### config.mk
export PLATFORM = sky130hd
export DESIGN_NAME = uart_tx_serializer
export DESIGN_NICKNAME = d
export VERILOG_FILES = /design/src/rtl/uart_pkg.sv /design/src/rtl/uart_tx_serializer.sv
export SDC_FILE = /design/constraint.sdc
export NUM_CORES = 1
export LEC_CHECK = 0
export BUFFER_PORTS_ARGS = -buffer_cell sky130_fd_sc_hd__buf_2
export CORE_MARGIN = 5
export CORE_UTILIZATION = 35
export CTS_BUF_LIST = sky130_fd_sc_hd__clkbuf_8
export DETAILED_ROUTE_END_ITERATION = 7
export PLACE_DENSITY = 0.61
export SYNTH_ARGS = -nofsm -noshare
export SYNTH_HDL_FRONTEND = slang
export SYNTH_SLANG_ARGS = --single-unit
### constraint.sdc
create_clock -name clk -period 1.7 [get_ports clk]
set_input_delay 0.17 -clock clk [delete_from_list [all_inputs] [get_ports clk]]
set_output_delay 0.17 -clock clk [all_outputs]
set_load 0.03 [all_outputs]
### src/rtl/uart_pkg.sv
// Shared UART definitions: transmit FSM state encoding and line levels.
package uart_pkg;

  typedef enum logic [2:0] {
    ST_IDLE,
    ST_SYNC,
    ST_START,
    ST_DATA,
    ST_PARITY,
    ST_STOP
  } uart_tx_state_t;

  localparam logic UART_IDLE_LEVEL  = 1'b1;
  localparam logic UART_START_LEVEL = 1'b0;

endpackage

### src/rtl/uart_tx_serializer.sv
// UART transmit serializer: start, LSB-first data, optional parity, stop bits, paced by en.
// Parity bit and PARITY state are compiled in only when UART_TX_PARITY_EN is defined.
module uart_tx_serializer
  import uart_pkg::*;
#(
  parameter int unsigned DATA_BITS  = 8,
  parameter int unsigned STOP_BITS  = 1,
  parameter int unsigned PARITY_ODD = 0
) (
  input  logic                 clk,
  input  logic                 rst,
  input  logic                 en,
  input  logic [DATA_BITS-1:0] data,
  input  logic                 valid,
  output logic                 ready,
  output logic                 tx,
  output logic                 busy,
  output logic                 done
);

  localparam int unsigned BIT_CNT_W = $clog2(DATA_BITS + 1);

  uart_tx_state_t         state_q, state_d;
  logic [DATA_BITS-1:0]   shift_q, shift_d;
  logic [BIT_CNT_W-1:0]   bit_cnt_q, bit_cnt_d;
  logic                   stop_cnt_q, stop_cnt_d;
  logic                   tx_q, tx_d;
  logic                   ready_q, ready_d;
  logic                   busy_q, busy_d;
  logic                   done_q, done_d;
`ifdef UART_TX_PARITY_EN
  logic                   par_q, par_d;
`else
  logic                   unused_parity_odd;
  assign unused_parity_odd = 1'(PARITY_ODD);
`endif

  // Next-state and registered-output logic; every bit transition waits for en.
  always_comb begin
    state_d    = state_q;
    shift_d    = shift_q;
    bit_cnt_d  = bit_cnt_q;
    stop_cnt_d = stop_cnt_q;
    tx_d       = tx_q;
    ready_d    = ready_q;
    busy_d     = busy_q;
    done_d     = 1'b0;
`ifdef UART_TX_PARITY_EN
    par_d      = par_q;
`endif
    case (state_q)
      ST_IDLE: begin
        tx_d = UART_IDLE_LEVEL;
        if (valid && ready_q) begin
          shift_d    = data;
          bit_cnt_d  = '0;
          stop_cnt_d = 1'b0;
`ifdef UART_TX_PARITY_EN
          par_d      = (^data) ^ 1'(PARITY_ODD);
`endif
          ready_d    = 1'b0;
          busy_d     = 1'b1;
          state_d    = ST_SYNC;
        end
      end
      ST_SYNC: begin
        if (en) begin
          tx_d    = UART_START_LEVEL;
          state_d = ST_START;
        end
      end
      ST_START: begin
        if (en) begin
          tx_d      = shift_q[0];
          shift_d   = shift_q >> 1;
          bit_cnt_d = BIT_CNT_W'(1);
          state_d   = ST_DATA;
        end
      end
      ST_DATA: begin
        if (en) begin
          if (bit_cnt_q == BIT_CNT_W'(DATA_BITS)) begin
`ifdef UART_TX_PARITY_EN
            tx_d       = par_q;
            state_d    = ST_PARITY;
`else
            tx_d       = UART_IDLE_LEVEL;
            stop_cnt_d = 1'b0;
            state_d    = ST_STOP;
`endif
          end else begin
            tx_d      = shift_q[0];
            shift_d   = shift_q >> 1;
            bit_cnt_d = bit_cnt_q + BIT_CNT_W'(1);
          end
        end
      end
`ifdef UART_TX_PARITY_EN
      ST_PARITY: begin
        if (en) begin
          tx_d       = UART_IDLE_LEVEL;
          stop_cnt_d = 1'b0;
          state_d    = ST_STOP;
        end
      end
`endif
      ST_STOP: begin
        if (en) begin
          if (stop_cnt_q == 1'(STOP_BITS - 1)) begin
            done_d  = 1'b1;
            ready_d = 1'b1;
            busy_d  = 1'b0;
            state_d = ST_IDLE;
          end else begin
            stop_cnt_d = stop_cnt_q + 1'b1;
          end
        end
      end
      default: begin
        tx_d    = UART_IDLE_LEVEL;
        ready_d = 1'b1;
        busy_d  = 1'b0;
        state_d = ST_IDLE;
      end
    endcase
  end

  // Reset abandons any frame in flight and returns the line high at once.
  always_ff @(posedge clk) begin
    if (rst) begin
      state_q    <= ST_IDLE;
      shift_q    <= '0;
      bit_cnt_q  <= '0;
      stop_cnt_q <= 1'b0;
      tx_q       <= UART_IDLE_LEVEL;
      ready_q    <= 1'b1;
      busy_q     <= 1'b0;
      done_q     <= 1'b0;
`ifdef UART_TX_PARITY_EN
      par_q      <= 1'b0;
`endif
    end else begin
      state_q    <= state_d;
      shift_q    <= shift_d;
      bit_cnt_q  <= bit_cnt_d;
      stop_cnt_q <= stop_cnt_d;
      tx_q       <= tx_d;
      ready_q    <= ready_d;
      busy_q     <= busy_d;
      done_q     <= done_d;
`ifdef UART_TX_PARITY_EN
      par_q      <= par_d;
`endif
    end
  end

  assign tx    = tx_q;
  assign ready = ready_q;
  assign busy  = busy_q;
  assign done  = done_q;

endmodule

==> impl.org, run 1 <==
** Status
- The run finished with clean final reports.

** Floorplanning
- Die Ht :: 63.95 µm
- Measured along the x axis, the die boundary spans roughly 64 µm.
- The initial utilization of the core area, before any placement, comes to between 30% and 40%.
- In this run the count of I/O pins placed on the die edge is 16.
- The floorplan step defined a core boundary enclosing 0.002781 mm².
- Die Area :: 0.004089 mm²
- Row cnt :: 19

** STA
- Setup violations remaining at the end of the flow were counted as 0.
- Number of pins exceeding their max-slew limit in the final report :: 0
- Based on the critical path, the design can be clocked at up to 642.7 MHz.
- The number of hold-slack violations in the final timing report came to 0.
- Accumulated negative setup slack :: 0 ns
- Setup slack closes at 0.1440 ns.
- Transition at the pin with the smallest max-transition slack :: 0.4001 ns
- Measured against its own limit, the worst slew margin works out to approximately 73%.
- Setup repair after global routing missed its margin :: false
- Shortest period the worst path allows :: 1.556 ns
- Largest clock skew in the final design :: around 0.0046 ns
- Of the available clock period, the critical path in the final layout requires around nine tenths.

** Placement
- Post-detailed-placement cell area :: 0.001104 mm²
- OpenSTA, run right after detailed placement, puts the worst setup slack at 0.1567 ns.
- Port Buffer Count :: 15
- After detailed placement, the design holds a cell count of 154.
- Global placer's final weighted congestion :: 0.7625
- Summed over all nets, the half-perimeter wirelength after detailed placement is 1593 µm.

** Run
- Count of maximum capacitance violations :: 0

** Cells and area
- Nets :: 142
- # diodes :: 0
- Non-filler instance count after layout :: 158
- Counting the fill cells in the layout gives 282.
- Area growth from synthesis to layout :: 12.78%
- After routing the design area is 0.001149 mm².
- Fraction of final layout cells sized beyond drive strength 1 :: about a fifth

** Setup path
- Critical-path cell with the highest stage delay :: sky130_fd_sc_hd__dfxtp_1
- Path type of the worst setup path :: register to register
- For the worst setup path, the data required time is around 1.9 ns.
- Critical path arrival :: 1.72 ns
- On the worst path, the slowest cell contributes a delay of ~0.48 ns.
- STA classifies the critical path startpoint as a register.
- Walking the worst path, the cells encountered are and4bb_1, a22o_4, a311oi_1.
- Maximum fanout along the worst path :: 12
- The worst setup path is captured at a register.

** Clock network
- Resized cells post-CTS :: 0
- Clock buffer depth :: 2
- Clk slew on worst S/H paths :: 0.07 ns
- Total clock sinks :: 19
- TritonCTS built the clock tree.
- Number of buffers added by the clock tree synthesis step :: 3
- CTS root buf :: sky130_fd_sc_hd__clkbuf_8
- For this design, the CTS-stage hold fixing added 0 buffers.
- Setup Buffers After CTS :: 0
- Htree depth :: 1
- The clock reaches the later pin of the worst-skew pair after ~0.25 ns.

** Logic synthesis
- Number of synthesis warnings :: 0
- Summing the sequential cell areas from Yosys gives 37.35% of the chip area.
- Mapped cell area :: about 0.001 mm²
- Counting distinct cell types in the post-synthesis netlist gives 36.
- Synthesis handed over a netlist of 115 instances.
- Syn Nets :: 129
- Yosys reg bits :: 19
- Each instance of the synthesized netlist takes up on average 8.856 µm².

** Routing
- The routed layout has 916 vias.
- Number of iterations in the first detailed-routing pass :: 4
- In the final routed layout, each cell accounts on average for between 10 and 15 µm.
- In the routed layout, each cell is associated on average with a via count of 5.797.
- First DRT Iteration DRCs :: 23
- Residual antenna-violating net count after detailed routing :: 0
- Routed Wire Length :: 2244 µm
- After detailed routing, the number of remaining DRC violations is 0.

** Worst hold path
- The tightest min-delay check is of the input pin to register type.

** GRT
- Via count of the first global-routing pass :: 820
- The number of antenna violations at the first check in global routing is 0.
- Wire length of the first global-routing pass :: 3774 µm
- Final global-route overflow total :: 0
- Pin count of the biggest net entering global routing :: 24
- For this run, the total global-route usage over all layers was measured as 11.19%.

** Power and ir drop
- IR analysis of the VDD net gives a maximum drop of between 0.0004 and 0.0005 V.
- Pwr Density :: 895.3 mW/mm²
- Summed over all cells, the static leakage comes to 0.4445 nW.
## synth_stat cells (all sizes together)
cell type  count  area, µm²
dfxtp         19      380.4
nand2         18      67.56
a221oi         7      61.31
a311oi         7      61.31
nand2b         7      43.79
buf            6      40.04
clkbuf         5      18.77
a21oi          4      20.02
inv            4      15.01
mux2i          4      40.04
nor2           3      11.26
o21ai          3      15.01
a22oi          2      15.01
and3b          2      17.52
ha             2      25.02
nand4b         2      23.77
nor2b          2      12.51
nor3b          2      15.01
o21a           2      15.01
o32ai          2      17.52
a2111oi        1      8.760
a211o          1      8.760
a22o           1      17.52
and3           1      6.260
and4bb         1      12.51
nand3          1      5.000
nand3b         1      7.510
nor3           1      5.000
nor4           1      6.260
o31a           1      8.760
or3b           1      8.760
or4            1      7.510
## power by group
part / switching (mW) / internal (mW)
registers: 0.0280 / 0.484
logic: 0.110 / 0.0943
clock network: 0.151 / 0.160
total: 0.289 / 0.739
## final cells by class
class,count,area [µm²],area share [%]
repair buffers,19,105.1,9.150
clock inverters,1,3.754,0.3268
multi-input cells,81,564.3,49.13
inverters,4,15.01,1.307
well taps,31,38.79,3.377
flip-flops and latches,19,380.4,33.12
clock buffers,3,41.29,3.595
## stage by stage
step | util [%] | power (mW) | hold slack, ns
after floorplan | - | 0.6851 | 0.2753
after global placement | 39.68 | 0.7245 | 0.4421
after detailed placement | 39.68 | 0.7278 | 0.4538
after CTS | 41.30 | 1.038 | 0.1795
after global routing | 41.30 | 1.087 | 0.1903
final | 41.30 | 1.028 | 0.1838
## critical path, delay by kind of cell, from the launching register on
family	cells	cell delay [ns]
DFF	1	0.48
AOI/OAI and AO/OA	2	0.61
and+or+nand+nor	1	0.38
## metal layers
| layer | up-vias | wire length [µm] | share of wire (%) | global-route usage, % |
|---|---|---|---|---|
| li1 | 452 | - | - | - |
| met1 | 434 | 1044 | 47 | 15.46 |
| met2 | 28 | 1068 | 48 | 17.34 |
| met3 | 2 | 120 | 5.3 | 1.751 |
| met4 | 0 | 10 | 0.45 | 4.416 |
| met5 | - | 0 | 0 | 0 |
## sequential cells by signal, summed over array words and instances, names as in the netlist
register   cells
bit_cnt_q      4
done           1
shift_q        8
tx             1
busy           1
ready          1
state_q        3
## placed cells by master, fill, tap and decap left out, drive strengths merged, types with 3 or more instances in the layout
| master | n |
|---|---|
| dfxtp | 19 |
| buf | 19 |
| nand2 | 18 |
| nand2b | 7 |
| a221oi | 7 |
| a311oi | 7 |
| inv | 5 |
| mux2i | 4 |
| a21oi | 4 |
| nor2 | 3 |
| clkbuf | 3 |
| o21ai | 3 |
## path summary, 6_finish.rpt
path / slack, ns / startpoint / depth (start not counted) / to
max: 0.14 / state_q[0] / 3 / shift_q[2]
min: 0.18 / data[6] / 3 / shift_q[6]
min reg2reg: 0.48 / shift_q[7] / 2 / shift_q[7]
max reg2reg: 0.14 / state_q[0] / 3 / shift_q[2]
## kinds of logic after synthesis
kind of cell,Yosys count,share of synthesized area [%]
buffers and inverters,15,7.248
and+or+nand+nor,44,24.57
AOI/OAI and AO/OA,31,24.45
adders and majority gates,2,2.457
muxes,4,3.931
DFF,19,37.35
(Power assumes the default switching activity.)
==> run 2: changes to the inputs <==
--- a/config.mk
+++ b/config.mk
@@ -9,8 +9,10 @@
 export CORE_MARGIN = 5
 export CORE_UTILIZATION = 35
 export CTS_BUF_LIST = sky130_fd_sc_hd__clkbuf_8
+export CTS_CLUSTER_DIAMETER = 120
 export DETAILED_ROUTE_END_ITERATION = 7
 export PLACE_DENSITY = 0.61
+export SETUP_SLACK_MARGIN = 0.5
 export SYNTH_ARGS = -nofsm -noshare
 export SYNTH_HDL_FRONTEND = slang
 export SYNTH_SLANG_ARGS = --single-unit
==> run 2 against run 1 <==
  * Via count increased by 9.7%
  * Hold slack got worse by 0.0078 ns
  * Non-clock buffer count increased by 8
  * Largest power group unchanged
  * Utilization increased by 8.6 points
  * Sequential power about the same
  * Critical path depth increased by 2
  * Highest routed layer unchanged
  * Clock power increased by 3%
  * Worst setup slack improved by 0.23 ns
  * Cell area increased by 21%
  * Clock skew decreased by 0.0020 ns
  * Register-to-register slack improved by 0.23 ns
==> impl.org, run 2 (synthesis results as in run 1) <==
** Status
- The run finished with clean final reports.

** Clock network
- The number of clock buffers added by TritonCTS is 3.
- The cell sitting at the root of the clock tree is a sky130_fd_sc_hd__clkbuf_8.
- For the worst-skew pair, the clock arrives at the later sink with an insertion delay of between 0.2 and 0.3 ns.
- For this design, the sink count on the clock tree is 19.
- Counting along the longest clock path gives a buffer depth of 2.
- Clk slew on worst S/H paths :: approximately 0.070 ns
- After clock tree synthesis, the flow added hold-fix buffers numbering 0.
- In this run the number of H-tree levels came out at 1.
- TritonCTS clock tree :: built

** Setup path
- FF-to-FF Start :: bit_cnt_q[0]
- In this run the worst path has a maximum fanout of 3.
- In this run the number of cells on the critical path is 5.
- Critical-path cell with the highest stage delay :: sky130_fd_sc_hd__dfxtp_4
- Element type at the critical path end :: register
- The most critical setup path has its endpoint at bit_cnt_q[2].
- The setup path with the least slack is of type register to register.
- Across all register-to-register paths, the minimum setup slack is 0.38 ns.
- Together, buffers and inverters on the worst path number 1.
- Grouping stages by cell kind, the critical path spends the most delay in compound AO/OA/AOI/OAI gates.
- Endpoint required time on the critical path :: 1.87 ns
- Reg2reg path depth :: 5
- Data on the critical path arrives at its endpoint at roughly 1.5 ns.
- On the worst path, the slowest cell contributes a delay of 0.36 ns.
- STA classifies the critical path startpoint as a register.
- Worst path cell trace :: inv_2, ha_4, and3b_2, o31a_1, o32ai_2
- Reg2Reg Capture Point :: bit_cnt_q[2]
- In this run the worst setup path begins at bit_cnt_q[0].

** STA
- Final Worst Setup Slack :: 0.3758 ns
- Achievable Freq :: ~760 MHz
- Number of pins exceeding their max-slew limit in the final report :: 0
- For the pin with the worst max-slew slack, the measured transition is 0.4636 ns.
- Setup violations remaining at the end of the flow were counted as 0.
- Setup repair after global routing could not meet its margin everywhere.
- The routed design could run at a clock period as short as 1.324 ns.
- Worst Hold Margin :: around 0.18 ns
- Clock skew on the completed layout was measured at roughly 0.0026 ns.
- Hold Vio Cnt, Final :: 0
- Of the available clock period, the critical path in the final layout requires 77.90%.
- Headroom to the max-slew limit came out at between 60% and 70%.
- After routing, the total negative slack on setup checks comes to 0 ns.

** Floorplanning
- The region available for standard cell placement spans between 0.002 and 0.003 mm².
- Die Area :: 0.004089 mm²
- Die Ht :: 63.95 µm
- For this configuration, the core starts out at a cell density of between 30% and 40%.
- 16 I/O pins were placed.
- Width of the die :: 63.95 µm
- Row cnt :: 19

** Placement
- The congestion estimate from routability-driven global placement came to 0.7940.
- Detailed placement finished with a half-perimeter wire length of 1544 µm.
- Post-detailed-placement cell area :: roughly 0.0011 mm²
- Once placement completed, the tool counted placed cells totaling 153.
- In this run the tool buffered the top-level ports with 15 buffer cells.
- Pre-CTS setup slack :: 0.1924 ns

** Cells and area
- With fillers left out, the area of the finished cells amounts to 0.001388 mm².
- Leaving out fill and tap cells, the most frequent cell in the layout is sky130_fd_sc_hd__nand2_1.
- The number of antenna diodes in the final layout is 0.
- Register name with the most flops :: shift_q
- Non-filler instance count after layout :: 170
- Util after Layout :: between 40% and 50%
- Max FFs per register :: 8
- Area growth from synthesis to layout :: 36.24%
- Fraction of final layout cells sized beyond drive strength 1 :: 43.17%
- Most frequent cells in the layout :: sky130_fd_sc_hd__nand2_1 (18), sky130_fd_sc_hd__buf_2 (15), sky130_fd_sc_hd__dfxtp_1 (12), sky130_fd_sc_hd__buf_4 (10)
- At the end of the flow, the number of nets in the layout was 154.
- In the final layout, the registers with the most flip-flops are shift_q: 8 flops, bit_cnt_q: 4 flops, state_q: 3 flops.

** GRT
- The via count of the first global-routing pass is 899.
- Wire length of the first global-routing pass :: about 4400 µm
- For this run, the total global-route usage over all layers was measured as 13.53%.
- Entering global routing, the biggest net connects 24 pins.
- Summed over all layers, the global routing overflow is 0.
- The number of antenna violations at the first check in global routing came to 0.

** Routing
- Summed over all layers, the routed wires come to 2755 µm.
- The final route contains 1005 vias.
- Detailed-route wire length per cell :: between 15 and 20 µm
- The pre-antenna-repair detailed-routing pass consisted of 4 iterations.
- Routed via count divided by cell count :: approximately 5.9
- After detailed routing, the number of remaining DRC violations is 0.
- First DRT Iteration DRCs :: between 50 and 60
- The count of nets left with antenna violations once routing finished came out at 0.

** Power and ir drop
- Per report_power, the clock group accounts for around 29% of the total.
- Power spent charging and discharging nets :: 0.3276 mW
- The worst-case IR drop observed on VDD is about 0.00055 V.
- In this run switching power makes up a little under 30% of total power.
- PnR Total Power :: 1.112 mW
- Internal power :: about 0.78 mW
- Static Leakage :: 0.5920 nW
- In this run the power density over the cells is 801.6 mW/mm².
- Sequential Power Share :: 46.1%
- Combinational cells account for between 20% and 30% of the total power.

** Run
- The tool flagged a number of max-cap violations equal to 0.

** Worst hold path
- Kind of path behind the tightest hold check :: input pin to register
## run 2: cell count changes in the layout (fill, tap and decap cells not counted), sizes merged
cell    delta
a22o       +1
and3b      +1
and4bb     +1
buf        +8
clkinv     +1
inv        -1
nand4b     +1
## run 2: worst min path at each step
stage	start	end	slack, ns	cells after the start
2_1_floorplan	rst	tx	0.28	1
3_3_place_gp	data[7]	shift_q[7]	0.44	3
3_5_place_dp	data[6]	shift_q[6]	0.45	3
4_1_cts	data[6]	shift_q[6]	0.17	3
5_1_grt	data[7]	shift_q[7]	0.18	3
6_report	data[6]	shift_q[6]	0.18	3
## run 2: cell type report
class,instances,area (µm²)
repair buffers,27,172.7
inverters,4,15.01
flip-flops and latches,19,399.1
multi-input cells,85,715.7
well taps,31,38.79
fillers,250,1394
clock buffers,3,41.29
clock inverters,1,5.005
## run 2: power by group through the flow
stage	combinational, mW	clock [mW]	sequential, mW
3_5_place_dp	0.202	0	0.527
5_1_grt	0.303	0.352	0.518
2_1_floorplan	0.164	0	0.529
6_report	0.279	0.320	0.513
3_3_place_gp	0.200	0	0.526
4_1_cts	0.258	0.329	0.512
## run 2: per-layer routing
metal | wire length [µm] | vias to the layer above | global-route usage (%)
met1 | 1184 | 467 | 17.89
met3 | 187 | 8 | 4.203
met4 | 59 | 0 | 4.935
li1 | - | 487 | -
met2 | 1324 | 43 | 20.60
met5 | 0 | - | 0
## run 2: worst reg2reg max path: cells and delay by family (launching register included)
family	cells	cell delay, ns
adders and majority gates	1	0.17
and+or+nand+nor	1	0.22
AOI/OAI and AO/OA	2	0.45
DFF	1	0.36
buffers and inverters	1	0.04
## run 2: what timing repair did
item,4_1_cts,5_1_grt
cloned,3,1
setup endpoints to repair,18,17
gates resized for setup,14,11
buffers inserted,8,1
pin swaps,6,5
==> run 3: changes to the inputs <==
--- a/config.mk
+++ b/config.mk
@@ -11,7 +11,7 @@
 export CTS_BUF_LIST = sky130_fd_sc_hd__clkbuf_8
 export CTS_CLUSTER_DIAMETER = 120
 export DETAILED_ROUTE_END_ITERATION = 7
-export PLACE_DENSITY = 0.61
+export PLACE_DENSITY = 0.63
 export SETUP_SLACK_MARGIN = 0.5
 export SYNTH_ARGS = -nofsm -noshare
 export SYNTH_HDL_FRONTEND = slang
==> constraint.sdc (replaced) <==
create_clock -name clk -period 1.1 [get_ports clk]
set_input_delay 0.11 -clock clk [delete_from_list [all_inputs] [get_ports clk]]
set_output_delay 0.11 -clock clk [all_outputs]
set_load 0.03 [all_outputs]
==> run 3 against run 2 <==
  * The flow now finishes with violations (setup timing)
  * Register-to-register slack got worse by 0.59 ns
  * Power rose by 66%
  * First-iteration DRC count fell by 29%
  * Maximum frequency rose by 0.77%
  * Via count rose by 2.9%
  * Sequential share of layout area fell by 4.3 points
  * Combinational power rose by 100%
  * Global-route usage rose by 0.84 points
  * Critical path depth did not move
  * Worst setup slack got worse by 0.59 ns
  * Non-clock buffer count rose by 14
==> impl.org, run 3 (synthesis results as in run 1) <==
** GRT
- Global routing used 16.84% of the available met1 tracks.
- Final global-route overflow total :: 0
- Via count of the first global-routing pass :: between 1000 and 1500
- Global routing used 14.37% of the available tracks across all layers.
- Pin count of the biggest net entering global routing :: 16
- Antenna violations before repair :: 0
- In the global route stage, met3 resource usage came out at 4.729%.
- Met2 capacity usage during global routing :: 24.87%
- met2 is the most crowded layer.
- Wire length of the first global-routing pass :: 4692 µm

** Setup path
- STA classifies the critical path startpoint as a register.
- STA classifies the critical path endpoint as a register.
- Critical path arrival :: 1.47 ns
- By startpoint and endpoint, the worst setup path is classified as register to register.
- The largest single stage delay on the critical path is between 0.3 and 0.4 ns.
- The worst register-to-register path has a depth of 5.
- The worst register-to-register path begins at bit_cnt_q[1].
- Worst path cell trace :: inv_2, ha_4, nand4b_4, a22o_4, a311oi_1
- Setup slack on the worst reg-to-reg path comes out at -0.21 ns.
- Tracing the worst setup path back leads to its startpoint at bit_cnt_q[1].
- The endpoint identified for the worst register-to-register timing path is shift_q[2].
- Critical-path cell with the highest stage delay :: sky130_fd_sc_hd__dfxtp_2
- At the worst endpoint, the required time is approximately 1.3 ns.
- Maximum fanout along the worst path :: 6

** Cells and area
- The register with the most flip-flops in the final layout is shift_q.
- Max FFs per register :: 8
- The largest registers in the layout are shift_q: 8 flops, bit_cnt_q: 4 flops, state_q: 3 flops.
- The repair_antennas step left the layout with diodes totalling 0.
- Post-route standard cell area excluding fillers :: 0.001630 mm²
- Leaving out fill and tap cells, the most frequent cell in the layout is sky130_fd_sc_hd__nand2_1.
- The net count of the finished layout is 165.
- Cells with a size suffix above 1 make up 56.00% of the layout.
- Most frequent cells in the layout :: sky130_fd_sc_hd__nand2_1 (18), sky130_fd_sc_hd__buf_4 (17), sky130_fd_sc_hd__buf_2 (11), sky130_fd_sc_hd__dfxtp_1 (10), sky130_fd_sc_hd__buf_6 (9)
- At the end of the flow the core is filled with cells to 58.61%.
- From synthesis to final layout, the design area changed by 60.07%.

** Routing
- Number of iterations in the first detailed-routing pass :: 4
- For this block, the routed nets add up to about 2800 µm of wire.
- Detailed-route wire length per cell :: 15.66 µm
- Residual antenna-violating net count after detailed routing :: 0
- Number of vias after detailed routing :: 1034
- Routed via count divided by cell count :: 5.713
- Drc violations :: 0
- In this run, the number of DRC markers left after iteration 0 of detailed routing was 36.

** Floorplanning
- Core footprint :: approximately 0.0028 mm²
- Effective utilization at floorplan :: 36.62%
- Row cnt :: 19
- Die Area :: 0.004089 mm²
- Width of the die :: roughly 64 µm
- Die Ht :: 63.95 µm
- Num ports :: 16

** Placement
- The placed instances occupy a cell area of 0.001305 mm².
- The count of buffers added on input and output ports is 15.
- HPWL after DPL :: 1831 µm
- Routability-driven placement finished with a final weighted congestion of 0.8040.

** STA
- Summed over all failing endpoints, the final setup total negative slack is -2.500 ns.
- The count of final max-slew check failures was 0.
- After layout, the worst setup slack is -0.2141 ns.
- Setup repair after global routing could not meet its margin everywhere.
- After layout, the worst path uses 119.5% of the clock period.
- The number of hold-slack violations in the final timing report came to 0.
- Shortest period the worst path allows :: between 1 and 1.5 ns
- Setup violations remaining at the end of the flow were counted as 17.
- Largest clock skew in the final design :: 0.001121 ns
- For this run, the top clock speed supported by timing is 761.0 MHz.
- In this run the tightest slew margin relative to its limit is 78.02%.
- At the pin with the least slew margin, the transition time is 0.3297 ns.

** Power and ir drop
- Maximum vdd ir drop :: about 0.0012 V
- PnR Total Power :: 1.842 mW
- The analysis attributes to cell leakage a power of 0.6712 nW.
- For this design the ratio of total power to cell area is roughly 1100 mW/mm².

** Clock network
- Clock latency of the later-clocked register in the worst-skew pair :: between 0.2 and 0.3 ns
- Total clock sinks :: 19
- CTS root buf :: sky130_fd_sc_hd__clkbuf_8
- TritonCTS clock tree :: built
- Htree depth :: 1
- After clock tree synthesis, the clock-pin slew on the worst setup and hold paths is 0.07 ns.
- Clock buffer depth :: 2
- Counting the buffers created by CTS gives 3.

** Worst hold path
- The startpoint identified for the worst hold timing path is data[1].
- Kind of path behind the tightest hold check :: input pin to register
- The worst hold path was traced through 3 stages.
- Worst hold path endpoint :: shift_q[1]

** Status
- Violations in the final reports :: setup timing
- Status :: complete, but fails checks

** Run
- Max-cap violations in this run came to 0.
[run 3: area by class of cell]
| type | instances | area (µm²) |
|---|---|---|
| fill | 240 | 1151 |
| multi-input combinational | 82 | 773.2 |
| sequential | 19 | 399.1 |
| timing repair buffer | 41 | 359.1 |
| clock buffer | 3 | 41.29 |
| tap | 31 | 38.79 |
| inverter | 4 | 15.01 |
| clock inverter | 1 | 3.754 |
[run 3: what timing repair did]
item,CTS,global route
cloned,2,0
setup buffers,0,4
pin swaps,18,6
hold buffers,0,0
gates resized for setup,33,20
endpoints found under the setup margin,23,23
[run 3: per-layer routing]
metal / up-vias / wire length, µm / share of wire (%)
li1: 502 / - / -
met1: 509 / 1229 / 43
met2: 18 / 1434 / 51
met3: 5 / 146 / 5.1
met4: 0 / 26 / 0.92
met5: - / 0 / 0
[run 3: worst max-delay path by stage]
stage          depth (start not counted)      endpoint  slack, ns
2_1_floorplan                          5    shift_q[2]      -0.25
3_3_place_gp                           5    shift_q[1]      -0.18
3_5_place_dp                           5    shift_q[1]      -0.22
4_1_cts                                5  bit_cnt_q[2]      -0.21
5_1_grt                                6    shift_q[6]      -0.26
6_report                               5    shift_q[2]      -0.21
[run 3: worst max-delay path, delay by kind of cell (launching register included)]
kind                     cells  cell delay, ns
AO/OA/AOI/OAI                2            0.54
flip-flops                   1            0.32
adder cells (fa/ha/maj)      1            0.14
AND/OR/NAND/NOR              1            0.14
buffers and inverters        1            0.06
[run 3: through the flow]
| step | hold WS (ns) | setup slack [ns] | instances |
|---|---|---|---|
| final | 0.1181 | -0.2141 | 181 |
| after global routing | 0.1107 | -0.2617 | 181 |
| after CTS | 0.1078 | -0.2080 | 177 |
| after detailed placement | 0.3845 | -0.2182 | 171 |
| after global placement | 0.3796 | -0.1801 | 171 |
| after floorplan | 0.2153 | -0.2458 | 115 |
[run 3: power breakdown]
| part | internal (mW) | switching [mW] | total, mW |
|---|---|---|---|
| Clock | 0.248 | 0.228 | 0.476 |
| Sequential | 0.749 | 0.0536 | 0.803 |
| Combinational | 0.311 | 0.252 | 0.563 |
